`src/rtl/deserializer.sv`:
```
// rtl/deserializer.sv - byte-to-256-bit word deserializer with early end and backpressure
//
// Collects bytes into a big-endian, right-aligned word of up to 32 bytes.
// A word ends when its byte count reaches the length sampled on its first
// byte, or on a byte flagged in_last. The finished word is held on out
// until the downstream stage takes it. A byte can be accepted on the same
// edge that hands the word over, so back-to-back streaming has no gaps.
//
// Ports:
//   clk        sole clock, rising edge
//   reset      asynchronous active-low reset
//   in         incoming byte
//   in_valid   in holds a byte this cycle
//   in_last    with in_valid: this byte ends the current word
//   in_ready   the byte on in is accepted this cycle
//   length     bytes per word (0 or >32 means 32), sampled on a word's first byte
//   out        assembled word, right-aligned
//   out_len    number of valid bytes in out (1..32)
//   out_valid  out/out_len hold a complete word
//   out_ready  downstream consumes the word this cycle

module deserializer (
  input  logic         clk,
  input  logic         reset,
  input  logic [7:0]   in,
  input  logic         in_valid,
  input  logic         in_last,
  output logic         in_ready,
  input  logic [5:0]   length,
  output logic [255:0] out,
  output logic [5:0]   out_len,
  output logic         out_valid,
  input  logic         out_ready
);

  typedef enum logic {
    COLLECT = 1'b0,
    FULL    = 1'b1
  } state_t;

  state_t         r_state;
  state_t         w_state_nxt;
  logic           r_rst_done;
  logic [5:0]     r_count;
  logic [5:0]     r_len;
  // Only 31 bytes ever need to wait here: the 32nd byte completes the word
  // and goes straight to the output register.
  logic [247:0]   r_shift;
  logic [255:0]   r_out;
  logic [5:0]     r_out_len;

  logic           w_accept;
  logic           w_first;
  logic           w_done;
  logic [5:0]     w_len_in;
  logic [5:0]     w_target;
  logic [5:0]     w_count_inc;
  logic [247:0]   w_base;
  logic [255:0]   w_word;

  // r_rst_done keeps in_ready low during reset and lets it rise on the
  // first edge after release.
  assign in_ready  = r_rst_done & ((r_state == COLLECT) | out_ready);
  assign w_accept  = in_valid & in_ready;

  // In FULL a byte is only accepted together with the handover, so any
  // accepted byte in FULL starts a new word.
  assign w_first     = (r_state == FULL) | (r_count == 6'd0);
  assign w_len_in    = ((length == 6'd0) || (length > 6'd32)) ? 6'd32 : length;
  assign w_target    = w_first ? w_len_in : r_len;
  assign w_count_inc = (w_first ? 6'd0 : r_count) + 6'd1;
  assign w_base      = w_first ? '0 : r_shift;
  assign w_word      = {w_base, in};
  assign w_done      = w_accept & (in_last | (w_count_inc == w_target));

  assign out       = r_out;
  assign out_len   = r_out_len;
  assign out_valid = (r_state == FULL);

  always_ff @(posedge clk or negedge reset) begin
    if (!reset) begin
      r_state <= COLLECT;
    end else begin
      r_state <= w_state_nxt;
    end
  end

  always_comb begin
    w_state_nxt = r_state;
    if (w_accept) begin
      w_state_nxt = w_done ? FULL : COLLECT;
    end else if ((r_state == FULL) && out_ready) begin
      w_state_nxt = COLLECT;
    end
  end

  always_ff @(posedge clk or negedge reset) begin
    if (!reset) begin
      r_rst_done <= 1'b0;
      r_count    <= 6'd0;
      r_len      <= 6'd0;
      r_shift    <= '0;
      r_out      <= '0;
      r_out_len  <= 6'd0;
    end else begin
      r_rst_done <= 1'b1;
      if (w_accept) begin
        if (w_done) begin
          r_out     <= w_word;
          r_out_len <= w_count_inc;
          r_count   <= 6'd0;
        end else begin
          r_count   <= w_count_inc;
          r_shift   <= w_word[247:0];
          r_len     <= w_target;
        end
      end
    end
  end

endmodule

```
`config.mk`:
```
export PLATFORM = sky130hd
export DESIGN_NAME = deserializer
export DESIGN_NICKNAME = d
export VERILOG_FILES = /design/src/rtl/deserializer.sv
export SDC_FILE = /design/constraint.sdc
export NUM_CORES = 1
export LEC_CHECK = 0
export CORE_ASPECT_RATIO = 1.1
export CORE_MARGIN = 3
export CORE_UTILIZATION = 59
export CTS_CLUSTER_DIAMETER = 80
export DETAILED_ROUTE_END_ITERATION = 12
export GPL_ROUTABILITY_DRIVEN = 0
export PLACE_DENSITY_LB_ADDON = 0.12
export SLEW_MARGIN = 30
export SYNTH_ARGS = -nofsm -noshare
export SYNTH_HDL_FRONTEND = slang
export SYNTH_SLANG_ARGS = --single-unit
```
`constraint.sdc`:
```
create_clock -name clk -period 8.09 [get_ports clk]
set_clock_uncertainty 0.1 [all_clocks]
set_input_delay 2.427 -clock clk [delete_from_list [all_inputs] [get_ports clk]]
set_output_delay 2.427 -clock clk [all_outputs]
set_load 0.01 [all_outputs]
```
==> out/qor.yml <==
drc_errors: 0
hold_depth: 2
status: "finished clean"
max_freq_mhz: 160
grt_setup_unrepaired: "false"
cp.arrival_ns: 3.70
totalWireLength_mm: 46.5
post_cts_buffers: 0
layout_commonest_cell: "dfrtp_1"
clk_path_buf_depth: 3
fin_setup_tns_ns: 0
synth_nets: 1901
n_fill_cell: 2354
first_iter_violations: 907
first_pass_iters: 6
layout.nets: 2143
num_io_pins: 283
root_buffer: "clkbuf_16"
vias: 13990
ant_nets: 0
hp-class: "register to register"
max_slew_margin: 0.451
final-max-slew-violation-count: 0
reg2reg_setup_slack_ns: 3.80
peakVddDrop_mv: 0.223
portBuffers: 282
cp-start-kind: "input port"
cap_viol_max_count: 0
grt_overflow: 0
synthCells: 1881
internal_power_uw: 4670
min_to: "r_shift[22]"
area_delta_synth_final_pct: 23.5
seqPwrFrac: 0.455
reg2reg_to: "out[96]"
setup_viol: 0
path_class: "input port to output port"
grt_max_degree: 190
clk_pin_slew_ns: 0.06
cp-end-kind: "output port"
p_clk_frac: 0.387
synth-seq-area-share: 0.623
placed_area_sq_mm: 0.0241
core_area_sq_mm: 0.0347
required_ns: 5.56
initial_core_util: 0.606
antenna_found_initial: 1
cts_tree: "yes"
hpwl_mm: 29.6
hold_viol: 0
cts_htree_levels: 2
period_share: 0.770
worstPathMaxFanout: 3
tightestPinTransition_ns: 0.824
clkLatencyLatePin_ns: 0.56
synth.distinct_cells: 45
syn_area_per_cell_sq_um: 11.2
syn_area_sq_mm: 0.0211
cts-hold-fix-buffers: 0
grt_pass1_wl_mm: 75.9
p_comb_frac: 0.158
die_x_microns: 186
p_per_area_mw_per_mm2: 247
track_usage: 0.248
leakage_uw: 0.0114
final_cell_mix: "dfrtp_1 (524), nand2_1 (408), clkdlybuf4s50_1 (281)"
avgRoutedWirePerCell_microns: 17.6
fin_crit_ns: 6.23
drive_above_1_share: 0.0985
clock-sinks: 524
cts_resized: 0
die_h_microns: 204
viasPerCell: 5.31
p_switching_uw: 1750
yosysWarnings: 0
worstReg2RegStart: "r_count[2]"
rows: 71
holdCritStartpoint: "r_shift[22]"
final_area_sq_mm: 0.0260
grt_pass1_vias: 14519
swShare: 0.272
ff2ff_path_depth: 10
synth_seq_cells: 524
cts-buffers-inserted: 51
die-area_sq_mm: 0.0380
## power groups by stage
stage	clock, uW	sequential [uW]	combinational, uW
3_3_place_gp	0	2960	993
3_5_place_dp	0	2970	1020
6_report	2480	2920	1020
5_1_grt	2620	2940	1110
2_1_floorplan	0	2970	570
4_1_cts	2530	2920	1020
## final cells by class
class	instances	area, sq um	area share
Antenna cell	1	2.50	0.0000962
Clock buffer	71	1510	0.0582
Clock inverter	21	268	0.0103
Inverter	203	762	0.0293
Multi-Input combinational cell	1044	6640	0.255
Sequential cell	524	13100	0.504
Tap cell	474	593	0.0228
Timing Repair Buffer	299	3130	0.120
## cell families (layout without fill, tap and decap cells)
family / Yosys count / count (layout) / share of synthesized area
DFF: 524 / 524 / 0.623
and+or+nand+nor: 485 / 485 / 0.0955
buffers and inverters: 313 / 594 / 0.0639
muxes: 303 / 303 / 0.150
AOI/OAI and AO/OA: 243 / 243 / 0.0628
xor gates and xnor gates: 11 / 11 / 0.00457
adders and majority gates: 1 / 1 / 0.000594
other: 1 / 2 / 0.000178
## stage by stage
step	hold slack (ns)	power (uW)	util	worst slack, ns	instances
after floorplan	0.342	3540	-	2.80	1881
after global placement	0.357	3950	0.695	1.86	2541
after detailed placement	0.366	3980	0.695	1.83	2541
after CTS	0.379	6470	0.746	1.85	2633
after global routing	0.407	6680	0.749	1.77	2637
final	0.378	6420	0.749	1.86	2637
## synth_stat cells
library cell,number,area [sq um]
a22o_1,14,123
dfrtp_1,524,13100
o21ai_1,1,5.00
and2_1,41,257
or2_2,2,12.5
buf_6,8,90.1
nor2b_1,4,25.0
or4_1,2,15.0
nor4b_1,1,8.76
buf_2,28,140
a31oi_1,2,12.5
nor3_1,2,10.0
or3_1,1,6.26
o211a_1,1,10.0
o21a_1,1,7.51
mux2i_1,201,2010
o31ai_1,1,7.51
mux2_2,101,1140
a2bb2oi_1,1,8.76
clkbuf_1,54,203
nand3_1,5,25.0
and4_1,1,8.76
mux2_1,1,11.3
nand3b_1,1,7.51
nand2b_1,5,31.3
xor2_1,5,43.8
o31a_1,3,26.3
xnor2_1,6,52.6
nor4_1,2,12.5
o21ai_0,209,1050
o22ai_1,3,18.8
o211ai_1,2,15.0
conb_1,1,3.75
a21oi_1,2,10.0
inv_1,203,762
and3_1,1,6.26
o31ai_2,2,25.0
or4_4,1,11.3
or4b_4,1,13.8
o21bai_1,1,7.51
ha_1,1,12.5
buf_4,20,150
or2_1,1,6.26
nand2_1,408,1530
nor2_1,6,22.5
## routing by layer
metal	vias to the layer above	track usage	wire length, microns	part of all wire
met5	-	0	0	0
met4	0	0.0724	1130	0.024
met3	72	0.0664	3020	0.065
met2	332	0.407	23000	0.50
met1	7045	0.327	19300	0.42
li1	6541	-	-	-
## worst max-delay path, cell delays in order
cell and delay [ns]:
clkdlybuf4s50_1 0.45, nand2b_1 0.11, and2_1 0.18, clkdlybuf4s50_1 0.54
## state kept, by name (all words and copies together), names as in the netlist
name,cells
out,256
out_len,6
out_valid,1
r_count,6
r_len,6
r_rst_done,1
r_shift,248
## worst max path at each step
| stage | start | end | slack, ns | cells after the start |
|---|---|---|---|---|
| 2_1_floorplan | out_ready | in_ready | 2.80 | 2 |
| 3_3_place_gp | out_ready | in_ready | 1.86 | 4 |
| 3_5_place_dp | length[5] | out[239] | 1.83 | 9 |
| 4_1_cts | out_ready | in_ready | 1.85 | 4 |
| 5_1_grt | out_ready | in_ready | 1.77 | 4 |
| 6_report | out_ready | in_ready | 1.86 | 4 |
Note: power is estimated with default switching activity, not from simulation.
